==> config.mk <==
export PLATFORM = sky130hd
export DESIGN_NAME = uart_ila
export DESIGN_NICKNAME = d
export VERILOG_FILES = /design/src/rtl/ila_pkg.sv /design/src/rtl/uart_tx.sv /design/src/rtl/uart_ila.sv
export SDC_FILE = /design/constraint.sdc
export NUM_CORES = 1
export LEC_CHECK = 0
export ABC_AREA = 1
export BUFFER_PORTS_ARGS = -buffer_cell sky130_fd_sc_hd__buf_2
export CORE_MARGIN = 3
export CORE_UTILIZATION = 30
export CTS_BUF_LIST = sky130_fd_sc_hd__clkbuf_8
export DETAILED_ROUTE_END_ITERATION = 7
export GPL_TIMING_DRIVEN = 0
export HOLD_SLACK_MARGIN = 0.15
export PLACE_DENSITY = 0.49
export SYNTH_ARGS = -nofsm -noshare
export SYNTH_HDL_FRONTEND = slang
export SYNTH_SLANG_ARGS = --single-unit
==> constraint.sdc <==
create_clock -name clk -period 2.7 [get_ports clk]
set_clock_uncertainty 0.2 [all_clocks]
set_input_delay 0.405 -clock clk [delete_from_list [all_inputs] [get_ports clk]]
set_output_delay 0.405 -clock clk [all_outputs]
set_load 0.005 [all_outputs]
==> src/rtl/ila_pkg.sv <==
// Shared types and constants for the UART-controlled logic analyzer.
package ila_pkg;

  localparam int SAMPLE_W = 3;

  localparam logic [7:0] CHAR_ZERO = 8'h30;
  localparam logic [7:0] CR        = 8'h0D;
  localparam logic [7:0] LF        = 8'h0A;

  typedef enum logic [1:0] {IDLE, ARMED, CAPTURE, DUMP} state_t;

  typedef enum logic [1:0] {RX_IDLE, RX_START, RX_DATA, RX_STOP} rx_state_t;

  typedef enum logic [1:0] {DS_FETCH, DS_SEND, DS_HOLD, DS_WAIT} dump_step_t;

  function automatic logic [7:0] sample_char(input logic [SAMPLE_W-1:0] s);
    return CHAR_ZERO + 8'(s);
  endfunction

endpackage

==> src/rtl/uart_tx.sv <==
// 8N1 UART transmitter: takes a byte when idle, holds busy until the stop bit ends.
module uart_tx #(
  parameter int unsigned CLOCKS_PER_BAUD = 868
) (
  input  logic       clk,
  input  logic       rst,
  input  logic [7:0] data,
  input  logic       valid,
  output logic       busy,
  output logic       txd
);

  localparam int BW = (CLOCKS_PER_BAUD > 1) ? $clog2(CLOCKS_PER_BAUD) : 1;
  localparam logic [BW-1:0] LAST_BAUD = BW'(CLOCKS_PER_BAUD - 1);

  logic [BW-1:0] baud_cnt;
  logic [3:0]    bit_idx;
  logic [8:0]    shift;

  // bit_idx counts bit periods already on the line: 0 is the start bit, 9 the stop bit
  always_ff @(posedge clk or negedge rst) begin
    if (!rst) begin
      busy     <= 1'b0;
      txd      <= 1'b1;
      baud_cnt <= '0;
      bit_idx  <= '0;
      shift    <= '1;
    end else if (!busy) begin
      if (valid) begin
        busy     <= 1'b1;
        txd      <= 1'b0;
        shift    <= {1'b1, data};
        baud_cnt <= '0;
        bit_idx  <= '0;
      end
    end else if (baud_cnt == LAST_BAUD) begin
      baud_cnt <= '0;
      if (bit_idx == 4'd9) begin
        busy <= 1'b0;
        txd  <= 1'b1;
      end else begin
        txd     <= shift[0];
        shift   <= {1'b1, shift[8:1]};
        bit_idx <= bit_idx + 4'd1;
      end
    end else begin
      baud_cnt <= baud_cnt + 1'b1;
    end
  end

endmodule

==> src/rtl/uart_ila.sv <==
// Three-probe logic analyzer: armed over UART, captures FIFO_DEPTH samples, dumps them as ASCII.
module uart_ila
  import ila_pkg::*;
#(
  parameter int unsigned         FIFO_DEPTH      = 64,
  parameter int unsigned         CLOCKS_PER_BAUD = 868,
  parameter logic [SAMPLE_W-1:0] TRIGGER_MASK    = 3'b111,
  parameter logic [SAMPLE_W-1:0] TRIGGER_VALUE   = 3'b000,
  parameter logic [7:0]          ARM_BYTE        = 8'h30
) (
  input  logic clk,
  input  logic rst,
  input  logic probe0,
  input  logic probe1,
  input  logic probe2,
  input  logic rxd,
  output logic txd
);

  localparam int AW = $clog2(FIFO_DEPTH);
  localparam int CW = AW + 1;
  localparam int BW = (CLOCKS_PER_BAUD > 1) ? $clog2(CLOCKS_PER_BAUD) : 1;
  localparam logic [BW-1:0] LAST_BAUD = BW'(CLOCKS_PER_BAUD - 1);
  localparam logic [BW-1:0] HALF_BAUD = BW'(CLOCKS_PER_BAUD / 2 - 1);
  localparam logic [AW-1:0] LAST_ADDR = AW'(FIFO_DEPTH - 1);
  localparam logic [CW-1:0] CR_INDEX  = CW'(FIFO_DEPTH);
  localparam logic [CW-1:0] LF_INDEX  = CW'(FIFO_DEPTH + 1);

  logic [SAMPLE_W-1:0] sample;
  logic                trig_hit;

  assign sample   = {probe2, probe1, probe0};
  assign trig_hit = ((sample & TRIGGER_MASK) == (TRIGGER_VALUE & TRIGGER_MASK));

  logic rx_meta, rx_sync, rx_prev;

  // rxd is asynchronous; the third flop only serves start-edge detection
  always_ff @(posedge clk or negedge rst) begin
    if (!rst) begin
      rx_meta <= 1'b1;
      rx_sync <= 1'b1;
      rx_prev <= 1'b1;
    end else begin
      rx_meta <= rxd;
      rx_sync <= rx_meta;
      rx_prev <= rx_sync;
    end
  end

  rx_state_t     rx_state;
  logic [BW-1:0] rx_cnt;
  logic [2:0]    rx_bits;
  logic [7:0]    rx_shift;
  logic [7:0]    rx_data;
  logic          rx_valid;

  always_ff @(posedge clk or negedge rst) begin
    if (!rst) begin
      rx_state <= RX_IDLE;
      rx_cnt   <= '0;
      rx_bits  <= '0;
      rx_shift <= '0;
      rx_data  <= '0;
      rx_valid <= 1'b0;
    end else begin
      rx_valid <= 1'b0;
      case (rx_state)
        RX_IDLE: begin
          if (rx_prev && !rx_sync) begin
            rx_state <= RX_START;
            rx_cnt   <= '0;
          end
        end
        RX_START: begin
          if (rx_cnt == HALF_BAUD) begin
            rx_cnt   <= '0;
            rx_bits  <= '0;
            rx_state <= rx_sync ? RX_IDLE : RX_DATA;
          end else begin
            rx_cnt <= rx_cnt + 1'b1;
          end
        end
        RX_DATA: begin
          if (rx_cnt == LAST_BAUD) begin
            rx_cnt   <= '0;
            rx_shift <= {rx_sync, rx_shift[7:1]};
            rx_bits  <= rx_bits + 3'd1;
            if (rx_bits == 3'd7) rx_state <= RX_STOP;
          end else begin
            rx_cnt <= rx_cnt + 1'b1;
          end
        end
        RX_STOP: begin
          if (rx_cnt == LAST_BAUD) begin
            rx_cnt   <= '0;
            rx_state <= RX_IDLE;
            if (rx_sync) begin
              rx_valid <= 1'b1;
              rx_data  <= rx_shift;
            end
          end else begin
            rx_cnt <= rx_cnt + 1'b1;
          end
        end
        default: rx_state <= RX_IDLE;
      endcase
    end
  end

  state_t              state;
  dump_step_t          step;
  logic [AW-1:0]       wptr;
  logic [AW-1:0]       rptr;
  logic [CW-1:0]       char_cnt;
  logic [7:0]          tx_data;
  logic                tx_valid;
  logic                tx_busy;
  logic                wr_en;
  logic [AW-1:0]       wr_addr;
  logic [SAMPLE_W-1:0] rd_data;
  logic [7:0]          next_char;

  assign wr_en   = ((state == ARMED) && trig_hit) || (state == CAPTURE);
  assign wr_addr = (state == CAPTURE) ? wptr : '0;

  logic [SAMPLE_W-1:0] mem [FIFO_DEPTH];

  always_ff @(posedge clk) begin
    if (wr_en) mem[wr_addr] <= sample;
    rd_data <= mem[rptr];
  end

  assign next_char = (char_cnt < CR_INDEX)  ? sample_char(rd_data) :
                     (char_cnt == CR_INDEX) ? CR : LF;

  // DS_FETCH covers the RAM read latency; DS_HOLD lets TX register the byte before busy is polled
  always_ff @(posedge clk or negedge rst) begin
    if (!rst) begin
      state    <= IDLE;
      step     <= DS_FETCH;
      wptr     <= '0;
      rptr     <= '0;
      char_cnt <= '0;
      tx_data  <= '0;
      tx_valid <= 1'b0;
    end else begin
      case (state)
        IDLE: begin
          if (rx_valid && (rx_data == ARM_BYTE)) state <= ARMED;
        end
        ARMED: begin
          if (trig_hit) begin
            state <= CAPTURE;
            wptr  <= AW'(1);
          end
        end
        CAPTURE: begin
          wptr <= wptr + 1'b1;
          if (wptr == LAST_ADDR) begin
            state    <= DUMP;
            step     <= DS_FETCH;
            rptr     <= '0;
            char_cnt <= '0;
          end
        end
        DUMP: begin
          case (step)
            DS_FETCH: step <= DS_SEND;
            DS_SEND: begin
              if (!tx_busy) begin
                tx_data  <= next_char;
                tx_valid <= 1'b1;
                step     <= DS_HOLD;
              end
            end
            DS_HOLD: begin
              tx_valid <= 1'b0;
              step     <= DS_WAIT;
            end
            DS_WAIT: begin
              if (!tx_busy) begin
                if (char_cnt == LF_INDEX) begin
                  state <= IDLE;
                end else begin
                  char_cnt <= char_cnt + 1'b1;
                  rptr     <= rptr + 1'b1;
                end
                step <= DS_FETCH;
              end
            end
            default: step <= DS_FETCH;
          endcase
        end
        default: state <= IDLE;
      endcase
    end
  end

  uart_tx #(
    .CLOCKS_PER_BAUD(CLOCKS_PER_BAUD)
  ) u_tx (
    .clk  (clk),
    .rst  (rst),
    .data (tx_data),
    .valid(tx_valid),
    .busy (tx_busy),
    .txd  (txd)
  );

endmodule

==> flow_metrics.env <==
export IMPL_status="finished, final reports clean"
export IMPL_syn_inst=1356
export IMPL_rsz0062_at_grt="false"
export IMPL_die_h_microns=214
export IMPL_drt_iter0_markers=795
export IMPL_multi_input_area_sq_um=4150
export IMPL_hold_path_class="flip-flop to flip-flop"
export IMPL_ys_seq_area_frac=0.618
export IMPL_max_vdd_ir_drop_mv=0.255
export IMPL_synthDominantCellAreaShare=0.443
export IMPL_grt_overflow=0
export IMPL_clkTransAtPathRegs_ps=60
export IMPL_min_period_over_period=0.938
export IMPL_grt_total_usage=0.150
export IMPL_postSynth_asyncResetShare=0.311
export IMPL_gp_congestion=0.871
export IMPL_grt_pass1_wl_mm=53.8
export IMPL_hold_viol=0
export IMPL_start_util=0.307
export IMPL_cts_buffer_depth=3
export IMPL_htreeDepth=2
export IMPL_synth_nets=1383
export IMPL_core_sq_um=42400
export IMPL_pwr_density_cell_nw_per_um2=603
export IMPL_die_w_microns=214
export IMPL_antenna_found_initial=0
export IMPL_via_count=9504
export IMPL_worstPathRequired_ps=2710
export IMPL_die_area_sq_um=45900
export IMPL_period_minus_slack_ps=2530
export IMPL_cts_sinks=283
export IMPL_crit_path_end_kind="flip-flop"
export IMPL_cp_arrival_ps=2540
export IMPL_grt_max_degree=69
export IMPL_synth_edf_count=192
export IMPL_crit_type="flip-flop to flip-flop"
export IMPL_leakage_uw=0.00603
export IMPL_synth_common_cells="397 x nand2_1, 192 x edfxtp_1, 141 x inv_1"
export IMPL_cpPeakStageDelay_ps=540
export IMPL_cts_tree="done"
export IMPL_fin_cells=2034
export IMPL_area_growth_pct=14.0
export IMPL_post_route_cell_area_sq_um=14800
export IMPL_routed_wl_mm=34.3
export IMPL_place_hpwl_mm=22.1
export IMPL_slowest_stage="nor2_1"
export IMPL_drc_errors=0
export IMPL_portBuffers=6
export IMPL_max_slew_margin=0.129
export IMPL_max_freq_mhz=395
export IMPL_drtPass1Iterations=7
export IMPL_rows=75
export IMPL_synth_top_area_cell="edfxtp_1"
export IMPL_drive_above_1_share=0.118
export IMPL_antenna_left=0
export IMPL_cts_root_buf="clkbuf_8"
export IMPL_cp_max_fo=10
export IMPL_netlist_area_sq_um=13000
export IMPL_clock_latency_ps=580
export IMPL_worst_slew_pin_slew_ps=1310
export IMPL_yosys_top_cells_area="edfxtp_1 44%, dfrtp_1 15%, nand2_1 11%"
export IMPL_fin_nets=1447
export IMPL_grt_pass1_vias=9488
export IMPL_dp_cells=1940
export IMPL_nFillCells=4411
export IMPL_final_setup_viol_count=0
export IMPL_placed_area_sq_um=13800
export IMPL_synth_most_common_cell="nand2_1"
export IMPL_startpoint_type="flip-flop"
export IMPL_crit_path_cell_trace="inv_1 -> ha_2 -> buf_6 -> nand3_1 -> nor2_1"
export IMPL_yosys_warnings=0
export IMPL_register_area_sq_um=8040
export IMPL_avgSynthCellArea_sq_um=9.59
export IMPL_cts_inserted_buffers=48
export IMPL_synth_ff_type="edfxtp_1"
export IMPL_ys_types=44
export IMPL_max_cap_violations=0
export IMPL_vias_per_cell=4.67
export IMPL_finalMaxSlewViolations=0
export IMPL_wl_per_cell_microns=16.9
export IMPL_ys_ff_latch=283
export IMPL_io_pins=7
area by class of cell:
class,count,area share
flip-flops and latches,283,0.542
multi-input cells,875,0.280
clock buffers,59,0.0547
well taps,577,0.0487
inverters,147,0.0372
plain buffers,51,0.0196
clock inverters,27,0.00936
repair buffers,14,0.00843
diodes,1,0.000169
per-layer routing:
layer	GRT usage	part of all wire
met4	0.0450	0.021
met1	0.202	0.46
met3	0.0241	0.055
met2	0.249	0.46
met5	0	0
power breakdown:
part / total (uW) / switching, uW / leakage, uW / internal (uW)
registers: 4750 / 49.8 / 0.00291 / 4700
logic: 416 / 301 / 0.00259 / 115
clock network: 3780 / 1720 / 0.000532 / 2060
stage by stage:
stage / utilization / hold WS [ps] / power (uW) / setup WS, ps / TNS, ps
after detailed placement: 0.325 / 130 / 5250 / -166 / -4210
after global placement: 0.324 / 146 / 5240 / -205 / -4230
after floorplan: - / -90.6 / 5070 / 600 / 0
after global routing: 0.350 / 157 / 9350 / 10.7 / 0
after CTS: 0.349 / 155 / 9060 / 22.3 / 0
final: 0.350 / 152 / 8940 / 168 / 0
layout by cell type (no fill, tap or decap), types with 10 or more instances in the layout:
cell type,instances
o21ai_2,10
nor2_1,135
o21ai_0,55
nand4_1,14
clkbuf_8,59
buf_2,33
buf_4,13
xor2_1,13
edfxtp_1,192
nand2_1,393
dfstp_2,12
dfrtp_1,76
ha_1,20
o22ai_1,10
nand3_1,131
inv_1,154
a21oi_1,22
flip-flops by register name, indices dropped and copies added (netlist names), named ones only:
signal / flops
u_tx.bit_idx: 4
rx_meta: 1
u_tx.shift: 8
rx_cnt: 10
char_cnt: 7
u_tx.busy: 1
wptr: 6
step: 2
rptr: 6
tx_valid: 1
u_tx.baud_cnt: 10
rx_valid: 1
rx_bits: 3
rx_prev: 1
mem: 192
rd_data: 3
rx_data: 8
rx_state: 1
tx_data: 5
state: 2
rx_shift: 8
u_tx.txd: 1
rx_sync: 1
worst paths after layout:
path                          start            end  slack [ps]  cells past startpoint
hold / removal              rx_meta        rx_sync         150                      0
hold reg to reg             rx_meta        rx_sync         150                      0
setup / recovery           state[0]      mem[7][0]         170                      5
min in group asynchronous       rst  u_tx.shift[7]         230                      2
setup reg to reg           state[0]      mem[7][0]         170                      5
max in group asynchronous       rst     tx_data[0]         940                      3
repair_timing:
item / CTS / global route
setup endpoints to repair: 42 / 171
hold endpoints to repair: 85 / 0
hold buffers: 3 / 0
buffers inserted: 3 / 1
resized for setup: 2 / 8
pin swaps: 2 / 0
critical path: cells and delay by family, from the launching register on:
kind	cells	cell delay, ps
adder cells (fa/ha/maj)	1	300
buffers and inverters	2	290
flip-flops	1	420
AND/OR/NAND/NOR	2	950
cell families after synthesis:
logic type | count (synthesis) | synth area share
simple gates | 710 | 0.228
xor+xnor | 18 | 0.0121
compound gates | 126 | 0.0570
fa+ha+maj | 21 | 0.0202
buf+inv | 198 | 0.0647
flops | 283 | 0.618
(Power assumes the default switching activity.)
